[src/rtl/unpool_pkg.sv]
// unpool_pkg: shared geometry defaults, counter-width helper, FSM states and
// the line-buffer entry type used by the unpooler (max-unpool: UNPOOL_ARGMAX_EN).
package unpool_pkg;

    localparam int DEF_M  = 4;
    localparam int DEF_P  = 2;
    localparam int DEF_DW = 16;
    localparam int N      = DEF_M / DEF_P;

    // Counter width for a range of values, never less than one bit.
    function automatic int cw(input int range);
        return (range > 1) ? $clog2(range) : 1;
    endfunction

    localparam int IDX_W = cw(DEF_P * DEF_P);

    typedef enum logic [0:0] {
        FILL   = 1'b0,
        REPLAY = 1'b1
    } state_e;

    typedef struct packed {
        logic [IDX_W-1:0]  idx;
        logic [DEF_DW-1:0] value;
    } entry_t;

endpackage

[src/rtl/unpooler_if.sv]
// unpooler_if: pooled input stream (data_in/in_valid/in_ready[/idx_in]) and
// upsampled output stream (data_out/valid_op/out_ready/end_op). Macro: UNPOOL_ARGMAX_EN.
interface unpooler_if
    import unpool_pkg::*;
#(
    parameter int DW = DEF_DW
);
    logic [DW-1:0] data_in;
    logic          in_valid;
    logic          in_ready;
    logic [DW-1:0] data_out;
    logic          valid_op;
    logic          out_ready;
    logic          end_op;

`ifdef UNPOOL_ARGMAX_EN
    logic [IDX_W-1:0] idx_in;

    modport master (
        output data_in, in_valid, idx_in, out_ready,
        input  in_ready, data_out, valid_op, end_op
    );
    modport slave (
        input  data_in, in_valid, idx_in, out_ready,
        output in_ready, data_out, valid_op, end_op
    );
`else
    modport master (
        output data_in, in_valid, out_ready,
        input  in_ready, data_out, valid_op, end_op
    );
    modport slave (
        input  data_in, in_valid, out_ready,
        output in_ready, data_out, valid_op, end_op
    );
`endif

endinterface

[src/rtl/unpool_line_buf.sv]
// unpool_line_buf: one pooled row of entries; synchronous write, async read.
// Ports: clk, we/wr_idx/wr_data (write side), rd_idx/rd_data (read side).
module unpool_line_buf
    import unpool_pkg::*;
#(
    parameter int DEPTH = N,
    parameter int W     = DEF_DW,
    parameter int AW    = cw(DEPTH)
) (
    input  logic          clk,
    input  logic          we,
    input  logic [AW-1:0] wr_idx,
    input  logic [W-1:0]  wr_data,
    input  logic [AW-1:0] rd_idx,
    output logic [W-1:0]  rd_data
);

    logic [W-1:0] mem [DEPTH];

    always_ff @(posedge clk) begin
        if (we) mem[wr_idx] <= wr_data;
    end

    assign rd_data = mem[rd_idx];

endmodule

[src/rtl/unpooler.sv]
// unpooler: nearest-neighbour P x P upsampler, (M/P)^2 raster in, M^2 raster out.
// Ports: clk, master_rst (sync, active high), ce, io (unpooler_if.slave).
// Macro UNPOOL_ARGMAX_EN: max-unpooling, only the idx_in position carries the value.
module unpooler
    import unpool_pkg::*;
#(
    parameter int M         = 4,
    parameter int P         = 2,
    parameter int dataWidth = 16
) (
    input  logic      clk,
    input  logic      master_rst,
    input  logic      ce,
    unpooler_if.slave io
);

    localparam int NC = M / P;
    localparam int CW = cw(NC);
    localparam int RW = cw(P);
    localparam int OW = cw(M);

    localparam logic [0:0]    ST_FILL   = FILL;
    localparam logic [0:0]    ST_REPLAY = REPLAY;
    localparam logic [CW-1:0] COL_LAST  = CW'(NC - 1);
    localparam logic [RW-1:0] REP_LAST  = RW'(P - 1);
    localparam logic [OW-1:0] ROW_LAST  = OW'(M - 1);

`ifdef UNPOOL_ARGMAX_EN
    localparam int EW = $bits(entry_t);
`else
    localparam int EW = dataWidth;
`endif

    logic [0:0]    state;
    logic [CW-1:0] in_col;
    logic [CW-1:0] wr_col;
    logic [RW-1:0] rep_c;
    logic [RW-1:0] rep_r;
    logic [OW-1:0] out_row;
    logic          vld_r;
    logic [EW-1:0] out_reg;
    logic [EW-1:0] rd_ent;
    logic [EW-1:0] wr_ent;
    logic [EW-1:0] cur;
    logic          last_c;
    logic          last_col;
    logic          last_r;
    logic          vld;
    logic          in_rdy;
    logic          in_xfer;
    logic          out_xfer;

    assign last_c   = rep_c == REP_LAST;
    assign last_col = in_col == COL_LAST;
    assign last_r   = rep_r == REP_LAST;

    assign vld = !master_rst & ((state == ST_REPLAY) | vld_r);

    // A new input may land on the very transfer that retires the last copy,
    // including the final replay row, so rows and frames chain without bubbles.
    always_comb begin
        in_rdy = 1'b0;
        if (ce && !master_rst) begin
            unique case (state)
                ST_FILL:
                    in_rdy = !vld_r |
                             (io.out_ready & last_c & (!last_col | last_r));
                default:
                    in_rdy = io.out_ready & last_c & last_col & last_r;
            endcase
        end
    end

    assign in_xfer  = io.in_valid & in_rdy;
    assign out_xfer = vld & io.out_ready & ce;

    // Column the incoming value belongs to: the next one if a copy is retiring.
    assign wr_col = vld ? (last_col ? '0 : in_col + CW'(1)) : in_col;

`ifdef UNPOOL_ARGMAX_EN
    assign wr_ent = {io.idx_in, io.data_in};
`else
    assign wr_ent = io.data_in;
`endif

    unpool_line_buf #(
        .DEPTH (NC),
        .W     (EW),
        .AW    (CW)
    ) u_buf (
        .clk     (clk),
        .we      (in_xfer),
        .wr_idx  (wr_col),
        .wr_data (wr_ent),
        .rd_idx  (in_col),
        .rd_data (rd_ent)
    );

    assign cur = (state == ST_REPLAY) ? rd_ent : out_reg;

`ifdef UNPOOL_ARGMAX_EN
    entry_t           ent;
    logic [IDX_W-1:0] sel;

    assign ent = entry_t'(cur);
    assign sel = IDX_W'(int'(rep_r) * P + int'(rep_c));
    assign io.data_out = (master_rst || ent.idx != sel) ? '0 : ent.value;
`else
    assign io.data_out = master_rst ? '0 : cur;
`endif

    assign io.in_ready = in_rdy;
    assign io.valid_op = vld;
    assign io.end_op   = vld & (out_row == ROW_LAST) & last_col & last_c;

    always_ff @(posedge clk) begin
        if (master_rst) begin
            state   <= ST_FILL;
            in_col  <= '0;
            rep_c   <= '0;
            rep_r   <= '0;
            out_row <= '0;
            vld_r   <= 1'b0;
            out_reg <= '0;
        end else if (ce) begin
            if (in_xfer) begin
                out_reg <= wr_ent;
                vld_r   <= 1'b1;
            end else if (out_xfer && last_c) begin
                vld_r   <= 1'b0;
            end
            if (out_xfer) begin
                rep_c <= last_c ? '0 : rep_c + RW'(1);
                if (last_c) begin
                    in_col <= last_col ? '0 : in_col + CW'(1);
                    if (last_col) begin
                        out_row <= (out_row == ROW_LAST) ? '0 : out_row + OW'(1);
                        rep_r   <= last_r ? '0 : rep_r + RW'(1);
                        state   <= last_r ? ST_FILL : ST_REPLAY;
                    end
                end
            end
        end
    end

endmodule

[src/flat_wrapper.sv]
// flat-port wrapper written by rule: the top's interface ports become plain ports
module unpooler_flat import unpool_pkg::*;
#(
    parameter int M         = 4,
    parameter int P         = 2,
    parameter int dataWidth = 16
)
  (clk, master_rst, ce, io_data_in, io_in_valid, io_out_ready, io_in_ready, io_data_out, io_valid_op, io_end_op);
  unpooler_if #(.DW(16)) io_i ();
  input  logic clk;
  input  logic master_rst;
  input  logic ce;
  input wire logic [$bits(io_i.data_in)-1:0] io_data_in;
  input wire logic [$bits(io_i.in_valid)-1:0] io_in_valid;
  input wire logic [$bits(io_i.out_ready)-1:0] io_out_ready;
  output wire logic [$bits(io_i.in_ready)-1:0] io_in_ready;
  output wire logic [$bits(io_i.data_out)-1:0] io_data_out;
  output wire logic [$bits(io_i.valid_op)-1:0] io_valid_op;
  output wire logic [$bits(io_i.end_op)-1:0] io_end_op;
  assign io_i.data_in = io_data_in;
  assign io_i.in_valid = io_in_valid;
  assign io_i.out_ready = io_out_ready;
  assign io_in_ready = io_i.in_ready;
  assign io_data_out = io_i.data_out;
  assign io_valid_op = io_i.valid_op;
  assign io_end_op = io_i.end_op;
  unpooler #(.M(M), .P(P), .dataWidth(dataWidth)) u_core (.clk(clk), .master_rst(master_rst), .ce(ce), .io(io_i));
endmodule
[config.mk]
export PLATFORM = sky130hd
export DESIGN_NAME = unpooler_flat
export DESIGN_NICKNAME = d
export VERILOG_FILES = /design/src/rtl/unpool_pkg.sv /design/src/rtl/unpooler_if.sv /design/src/rtl/unpool_line_buf.sv /design/src/rtl/unpooler.sv /design/src/flat_wrapper.sv
export SDC_FILE = /design/constraint.sdc
export NUM_CORES = 1
export LEC_CHECK = 0
export BUFFER_PORTS_ARGS = -buffer_cell sky130_fd_sc_hd__clkbuf_2
export CAP_MARGIN = 10
export CORE_ASPECT_RATIO = 0.8
export CORE_UTILIZATION = 55
export CTS_CLUSTER_SIZE = 20
export DETAILED_ROUTE_END_ITERATION = 12
export PLACE_DENSITY = 0.78
export SLEW_MARGIN = 25
export SYNTH_ARGS = -nofsm -noshare
export SYNTH_HDL_FRONTEND = slang
export SYNTH_SLANG_ARGS = --single-unit
[constraint.sdc]
create_clock -name clk -period 2.85 [get_ports clk]
set_input_delay 0 -clock clk [delete_from_list [all_inputs] [get_ports clk]]
set_output_delay 0 -clock clk [all_outputs]
set_load 0.03 [all_outputs]
==> flow_metrics.env, run 1 <==
export IMPL_status="finished, final reports clean"
export IMPL_yosys_area_top_type="edfxtp_1"
export IMPL_crit_type="flip-flop to flip-flop"
export IMPL_clockBufferDepth=2
export IMPL_post_cts_buffers=0
export IMPL_num_antenna_cells=0
export IMPL_die_area_um2=4580
export IMPL_rsz0062_at_grt="no"
export IMPL_drv_cap=0
export IMPL_io_buffers=39
export IMPL_p_int_w=0.00113
export IMPL_fin_crit_sh_pct=74.8
export IMPL_cts_root_buf="clkbuf_8"
export IMPL_avgRoutedWirePerCell_um=15.9
export IMPL_synthToLayoutAreaGrowth_pct=20.3
export IMPL_vdd_drop_max_mv=0.386
export IMPL_gp_congestion=0.844
export IMPL_ys_seq_elements=55
export IMPL_rr_endpoint="u_core.u_buf.mem[0][15]"
export IMPL_drc=0
export IMPL_syn_instance_count=201
export IMPL_antenna_left=0
export IMPL_fin_crit_ns=2.13
export IMPL_critPathTopFamily="simple AND/OR/NAND/NOR gates"
export IMPL_clkTransAtPathRegs_ns=0.10
export IMPL_cp_start_kind="flip-flop"
export IMPL_hp_class="primary input to flip-flop"
export IMPL_antenna_found_initial=0
export IMPL_critPathMaxStageDelay_ns=0.39
export IMPL_worstHoldStart="io_out_ready"
export IMPL_tightestPinTransition_ns=0.703
export IMPL_rrSetupSlack_ns=0.72
export IMPL_path_buf_inv=2
export IMPL_finalWirelength_mm=4.97
export IMPL_powerDensity_nw_per_um2=514
export IMPL_grt_pass1_vias=1635
export IMPL_netlist_area_um2=2370
export IMPL_slew_headroom_pct=53.0
export IMPL_netlist_area_leader_share_pct=40.5
export IMPL_grt_max_degree=40
export IMPL_dp_hpwl_mm=3.19
export IMPL_setup_violations_final=0
export IMPL_largest_register_ffs=32
export IMPL_clock_sinks=55
export IMPL_drv_slew=0
export IMPL_r2r_start="u_core.last_r"
export IMPL_grt_pass1_wl_mm=7.94
export IMPL_cp_max_fo=18
export IMPL_cts_hold_buf=16
export IMPL_endpoint_kind="flip-flop"
export IMPL_comb_power_share_pct=8.9
export IMPL_hold_ws_ns=0.0630
export IMPL_total_power_w=0.00147
export IMPL_synth_yosys_seq_area_share_pct=59.9
export IMPL_die_w_um=75.4
export IMPL_finClkSkew_ns=0.0108
export IMPL_max_freq_mhz=469
export IMPL_p_leak_nw=1.01
export IMPL_vias_per_cell=5.45
export IMPL_yosysUniqueCellTypes=30
export IMPL_final_setup_tns_ns=0
export IMPL_h_tree_depth=2
export IMPL_drtPass1Iterations=4
export IMPL_pwr_share_seq_pct=58.9
export IMPL_worstHoldEndpoint="u_core.last_c"
export IMPL_overflow=0
export IMPL_io_pins=40
export IMPL_cp_depth=6
export IMPL_drive_above_1_share_pct=24.0
export IMPL_cts_resized=0
export IMPL_switching_share_pct=22.9
export IMPL_core_area_um2=3950
export IMPL_hold_viol=0
export IMPL_crit_chain="or2_1 -> o21ai_4 -> buf_4 -> and3_1 -> and3_1 -> buf_4"
export IMPL_finish_utilization_pct=72.2
export IMPL_nNetsFinal=279
export IMPL_cts_made_buffers=5
export IMPL_start_util_pct=60.0
export IMPL_core_rowCount=20
export IMPL_drt_iter0_drc=210
export IMPL_clock_latency_ns=0.31
export IMPL_crit_required_ns=2.86
export IMPL_instances_no_fill=313
export IMPL_avgSynthCellArea_um2=11.8
export IMPL_yosys_warnings=0
export IMPL_synthTopCellsByArea="edfxtp_1, dfxtp_1, mux2i_1"
export IMPL_grt_usage_pct=24.5
export IMPL_cp_data_arrival_time_ns=2.14
export IMPL_whs_path_depth=4
export IMPL_synth_nets=223
export IMPL_vias=1705
export IMPL_switchingPower_w=0.000337
export IMPL_cts_tree="built"
export IMPL_p_clk_share_pct=32.2
export IMPL_slowest_stage="and3_1"
export IMPL_fp_dieH_um=60.7
export IMPL_place_inst=289
export IMPL_ff2ff_path_depth=6
per-stage QoR:
step | cell area (um^2) | worst slack [ns]
after floorplan | 2370 | 0.576
after global placement | 2590 | 0.819
after detailed placement | 2590 | 0.768
after CTS | 2850 | 0.744
after global routing | 2850 | 0.610
final | 2850 | 0.719
cell usage in the layout, fill, tap and decap left out:
cell and count:
dlygate4sd3_1 16, nand2b_1 2, a21oi_1 17, nor3b_1 1
and4_2 1, or3_1 1, and2b_4 1, edfxtp_1 32
o21ai_1 10, o21a_2 1, nand3_1 18, xnor2_1 2
clkbuf_8 7, ha_1 1, clkinvlp_4 1, a211oi_1 16
nor2_1 24, clkbuf_2 39, buf_4 9, xor2_1 2
mux2i_1 17, nor2b_4 1, o21ai_4 1, or2_1 1
nand2_1 3, and3_1 3, dfxtp_1 23, o21ai_0 7
nand4bb_4 1
power groups by stage:
stage | sequential [W] | combinational, W | clock [W]
6_report | 0.000864 | 0.000131 | 0.000472
4_1_cts | 0.000864 | 0.000130 | 0.000472
3_5_place_dp | 0.000883 | 0.000112 | 0
5_1_grt | 0.000866 | 0.000144 | 0.000508
2_1_floorplan | 0.000881 | 0.0000781 | 0
3_3_place_gp | 0.000882 | 0.000109 | 0
tightest hold or removal path: stages:
cell	delay, ns
clkbuf_2	0.09
nand3_1	0.08
xor2_1	0.06
nor2_1	0.09
kinds of logic after synthesis:
family                     Yosys count  synth area share (%)
DFF                                 55                  59.9
and+or+nand+nor                     57                  12.8
muxes                               17                  7.17
AOI/OAI and AO/OA                   52                  13.3
xor gates and xnor gates             4                  1.48
buffers and inverters               15                  4.80
adders and majority gates            1                 0.527
how the worst max path moves through the flow:
stage / slack, ns / from / endpoint
after global routing: 0.61 / u_core.last_r / u_core.u_buf.mem[0][2]
after CTS: 0.74 / u_core.last_r / u_core.u_buf.mem[0][15]
final: 0.72 / u_core.last_r / u_core.u_buf.mem[0][15]
after global placement: 0.82 / u_core.last_r / u_core.u_buf.mem[0][14]
after detailed placement: 0.77 / u_core.last_r / u_core.u_buf.mem[0][14]
after floorplan: 0.58 / u_core.last_r / u_core.u_buf.mem[1][0]
synthesized netlist by cell type (all sizes together):
master and n:
edfxtp 32, nor2 24, dfxtp 23, nand3 18, o21ai 18, a21oi 17, mux2i 17, a211oi 16
buf 9, clkbuf 6, and3 3, nand2 3, nand2b 2, xnor2 2, xor2 2, and2b 1
and4 1, ha 1, nand4bb 1, nor2b 1, nor3b 1, o21a 1, or2 1, or3 1
per-layer routing:
| layer | wire [um] | global-route usage, % |
|---|---|---|
| met1 | 2410 | 35.4 |
| met2 | 2260 | 36.7 |
| met3 | 262 | 4.82 |
| met4 | 32 | 9.79 |
| met5 | 0 | 0 |
final cells by class:
type,instances,area [um^2]
fill,307,1100
multi-input combinational,131,837
sequential,55,1420
timing repair buffer,64,423
clock inverter,1,7.51
clock buffer,7,96.3
tap,55,68.8
Note: power is estimated with default switching activity, not from simulation.
==> run 2, diff against run 1 <==
- CORE_UTILIZATION: 55 -> 50
- PLACE_DENSITY: 0.78 -> 0.75
- clock period: 2.85 -> 1.8 ns (I/O delays scaled with it)
==> flow_metrics.env, run 2 (synthesized netlist as in run 1, its figures left out) <==
export IMPL_status="finished, final reports clean"
export IMPL_fin_crit_ns=1.67
export IMPL_antenna_left=0
export IMPL_grt_pass1_vias=1638
export IMPL_start_util_pct=51.9
export IMPL_worstHoldEndpoint="u_core.last_c"
export IMPL_die_area_um2=5030
export IMPL_core_rowCount=22
export IMPL_whs_path_depth=4
export IMPL_vdd_drop_max_mv=0.457
export IMPL_p_leak_nw=1.00
export IMPL_crit_type="flip-flop to flip-flop"
export IMPL_clock_sinks=55
export IMPL_vias=1715
export IMPL_cp_max_fo=16
export IMPL_max_freq_mhz=598
export IMPL_drt_iter0_drc=131
export IMPL_grt_usage_pct=20.3
export IMPL_critPathMaxStageDelay_ns=0.40
export IMPL_finalWirelength_mm=4.66
export IMPL_critPathTopFamily="simple AND/OR/NAND/NOR gates"
export IMPL_drtPass1Iterations=4
export IMPL_vias_per_cell=5.38
export IMPL_cp_start_kind="flip-flop"
export IMPL_overflow=0
export IMPL_drc=0
export IMPL_cts_root_buf="clkbuf_8"
export IMPL_drive_above_1_share_pct=25.1
export IMPL_avgRoutedWirePerCell_um=14.6
export IMPL_cp_data_arrival_time_ns=1.66
export IMPL_final_setup_tns_ns=0
export IMPL_finish_utilization_pct=63.2
export IMPL_clockBufferDepth=2
export IMPL_rrSetupSlack_ns=0.13
export IMPL_io_buffers=39
export IMPL_slowest_stage="and3_4"
export IMPL_worstHoldStart="io_out_ready"
export IMPL_post_cts_buffers=0
export IMPL_cts_tree="built"
export IMPL_instances_no_fill=319
export IMPL_cts_made_buffers=5
export IMPL_hold_viol=0
export IMPL_finClkSkew_ns=0.00715
export IMPL_antenna_found_initial=0
export IMPL_hp_class="primary input to flip-flop"
export IMPL_drv_slew=0
export IMPL_cts_hold_buf=17
export IMPL_ff2ff_path_depth=4
export IMPL_gp_congestion=0.806
export IMPL_cts_resized=0
export IMPL_hold_ws_ns=0.0361
export IMPL_r2r_start="u_core.last_r"
export IMPL_drv_cap=0
export IMPL_rr_endpoint="u_core.u_buf.mem[0][8]"
export IMPL_clkTransAtPathRegs_ns=0.09
export IMPL_core_area_um2=4570
export IMPL_grt_max_degree=37
export IMPL_layout_commonest_cell="clkbuf_2"
export IMPL_fin_crit_sh_pct=92.9
export IMPL_slew_headroom_pct=74.0
export IMPL_powerDensity_nw_per_um2=776
export IMPL_endpoint_kind="flip-flop"
export IMPL_rsz0062_at_grt="no"
export IMPL_largest_register_ffs=32
export IMPL_setup_violations_final=0
export IMPL_design_area_um2=2890
export IMPL_tightestPinTransition_ns=0.390
export IMPL_die_w_um=79.0
export IMPL_placed_cell_area_um2=2630
export IMPL_clock_latency_ns=0.30
export IMPL_path_buf_inv=0
export IMPL_mostFrequentLayoutCells="clkbuf_2, edfxtp_1, dfxtp_1"
export IMPL_dp_hpwl_mm=2.98
export IMPL_grt_pass1_wl_mm=7.66
export IMPL_crit_chain="nor2_1 -> nor2_2 -> xnor2_1 -> and3_4"
export IMPL_place_inst=294
export IMPL_io_pins=40
export IMPL_fp_dieH_um=63.6
export IMPL_nNetsFinal=280
export IMPL_num_antenna_cells=0
export IMPL_crit_required_ns=1.79
export IMPL_synthToLayoutAreaGrowth_pct=21.8
export IMPL_h_tree_depth=2
-- run 2: layout make-up --
class                   count  area, um^2
clock inverters             2        17.5
fillers                   391        1680
multi-input cells         131         857
repair buffers             65         445
well taps                  60        75.1
flip-flops and latches     55        1420
clock buffers               6        72.6
-- run 2: metrics by stage --
stage | total power, W | setup WS [ns]
final | 0.00224 | 0.128
after global routing | 0.00233 | 0.0174
after CTS | 0.00225 | 0.111
after detailed placement | 0.00158 | 0.121
after global placement | 0.00158 | 0.165
after floorplan | 0.00152 | 0.0469
-- run 2: how the worst max path moves through the flow --
stage / startpoint / to / slack [ns] / depth (start not counted)
floorplan: u_core.last_r / u_core.u_buf.mem[0][0] / 0.05 / 5
global route: u_core.last_r / u_core.u_buf.mem[0][8] / 0.02 / 4
detailed placement: u_core.last_r / u_core.u_buf.mem[0][13] / 0.12 / 4
CTS: u_core.last_r / u_core.u_buf.mem[0][2] / 0.11 / 4
finish: u_core.last_r / u_core.u_buf.mem[0][8] / 0.13 / 4
global placement: u_core.last_r / u_core.u_buf.mem[0][3] / 0.16 / 4
-- run 2: worst register-to-register path, stage by stage, from the launching register on --
cell and delay, ns:
dfxtp_1 0.37, nor2_1 0.23, nor2_2 0.09, xnor2_1 0.28, and3_4 0.40
-- run 2: per-layer routing --
metal,vias to the layer above,wire (um),GRT usage (%)
li1,858,-,-
met1,800,2150,27.0
met2,53,2230,33.1
met3,4,252,4.35
met4,0,30,6.36
met5,-,0,0
-- run 2: power breakdown --
group	internal [W]	switching (W)	total (W)	leakage, nW
sequential	0.00136	0.0000105	0.00137	0.477
clock	0.000280	0.000381	0.000661	0.0454
combinational	0.0000872	0.000126	0.000213	0.483
total	0.00172	0.000517	0.00224	1.00
==> run 3, diff against run 2 <==
- CORE_MARGIN: unset -> 2
==> flow_metrics.env, run 3 (synthesized netlist as in run 1, its figures left out) <==
export IMPL_status="finished, final reports clean"
export IMPL_io_pins=40
export IMPL_post_cts_buffers=0
export IMPL_start_util_pct=51.9
export IMPL_drv_slew=0
export IMPL_finalWirelength_mm=4.78
export IMPL_antenna_left=0
export IMPL_fin_crit_ns=1.69
export IMPL_grt_usage_pct=19.5
export IMPL_avgRoutedWirePerCell_um=15.0
export IMPL_h_tree_depth=2
export IMPL_nNetsFinal=280
export IMPL_setup_violations_final=0
export IMPL_largest_register_ffs=32
export IMPL_endpoint_kind="flip-flop"
export IMPL_die_area_um2=5320
export IMPL_vias=1709
export IMPL_dp_hpwl_mm=2.99
export IMPL_crit_required_ns=1.80
export IMPL_grt_pass1_wl_mm=7.65
export IMPL_final_setup_tns_ns=0
export IMPL_io_buffers=39
export IMPL_drv_cap=0
export IMPL_mostFrequentLayoutCells="clkbuf_2, edfxtp_1, dfxtp_1"
export IMPL_cts_tree="built"
export IMPL_powerDensity_nw_per_um2=778
export IMPL_cp_data_arrival_time_ns=1.69
export IMPL_die_w_um=81.0
export IMPL_gp_congestion=0.884
export IMPL_antenna_found_initial=0
export IMPL_fp_dieH_um=65.6
export IMPL_hold_viol=0
export IMPL_design_area_um2=2890
export IMPL_cp_start_kind="flip-flop"
export IMPL_drive_above_1_share_pct=25.9
export IMPL_core_rowCount=22
export IMPL_layout_commonest_cell="clkbuf_2"
export IMPL_grt_max_degree=34
export IMPL_rsz0062_at_grt="no"
export IMPL_num_antenna_cells=0
export IMPL_tightestPinTransition_ns=0.341
export IMPL_cts_root_buf="clkbuf_8"
export IMPL_clock_latency_ns=0.31
export IMPL_drc=0
export IMPL_placed_cell_area_um2=2640
export IMPL_p_leak_nw=1.01
export IMPL_crit_type="flip-flop to flip-flop"
export IMPL_clkTransAtPathRegs_ns=0.09
export IMPL_drt_iter0_drc=69
export IMPL_slew_headroom_pct=77.3
export IMPL_finClkSkew_ns=0.00637
export IMPL_vdd_drop_max_mv=0.544
export IMPL_core_area_um2=4570
export IMPL_grt_pass1_vias=1581
export IMPL_drtPass1Iterations=4
export IMPL_synthToLayoutAreaGrowth_pct=21.9
export IMPL_overflow=0
export IMPL_fin_crit_sh_pct=94.1
export IMPL_cp_max_fo=16
export IMPL_vias_per_cell=5.36
export IMPL_hp_class="primary input to flip-flop"
export IMPL_clockBufferDepth=2
export IMPL_hold_ws_ns=0.0332
export IMPL_cts_made_buffers=5
export IMPL_clock_sinks=55
export IMPL_max_freq_mhz=590
-- run 3: cell count changes in the layout (fill, tap and decap cells not counted), sizes merged --
cell         before  now
buf               9   10
dlygate4sd3      17   16
clkbuf           45   44
inv               0    1
-- run 3: per-stage QoR --
| stage | instances | setup WS, ns | utilization, % | power (W) |
|---|---|---|---|---|
| detailed placement | 295 | 0.110 | 57.7 | 0.00158 |
| global route | 319 | 0.0102 | 63.3 | 0.00235 |
| global placement | 295 | 0.171 | 57.7 | 0.00158 |
| finish | 319 | 0.106 | 63.3 | 0.00225 |
| floorplan | 201 | 0.0469 | - | 0.00152 |
| CTS | 319 | 0.00928 | 63.2 | 0.00227 |
-- run 3: area by class of cell --
cell class,instances,area [um^2]
fill,392,1680
sequential,55,1420
multi-input combinational,131,857
timing repair buffer,65,447
tap,60,75.1
clock buffer,5,68.8
clock inverter,3,22.5
-- run 3: power by group --
part           internal [W]  leakage [nW]  switching (W)
clock network      0.000279        0.0485       0.000389
logic             0.0000883         0.483       0.000128
registers           0.00136         0.477      0.0000102
-- run 3: worst max-delay path: stages, from the launching register on --
cell	delay, ns
dfxtp_1	0.39
nor2_1	0.24
nor2_2	0.08
xnor2_1	0.29
and3_4	0.40
-- run 3: layer usage --
| layer | share of wire, % | vias to the layer above | track usage (%) |
|---|---|---|---|
| li1 | - | 854 | - |
| met1 | 45 | 785 | 25.9 |
| met2 | 46 | 63 | 30.8 |
| met3 | 7.5 | 7 | 4.53 |
| met4 | 1.5 | 0 | 8.05 |
| met5 | 0 | - | 0 |
-- run 3: repair_timing --
action | CTS | global route
endpoints found under the setup margin | 0 | 7
resized for setup | 0 | 1
hold endpoints to repair | 48 | 0
hold buffers | 16 | 0
-- run 3: worst paths after layout --
check / start / end / slack (ns) / depth (start not counted)
max: u_core.last_r / u_core.u_buf.mem[0][2] / 0.11 / 4
min: io_out_ready / u_core.last_c / 0.03 / 4
max reg2reg: u_core.last_r / u_core.u_buf.mem[0][2] / 0.11 / 4
min reg2reg: u_core.out_reg[4] / u_core.out_reg[4] / 0.49 / 2
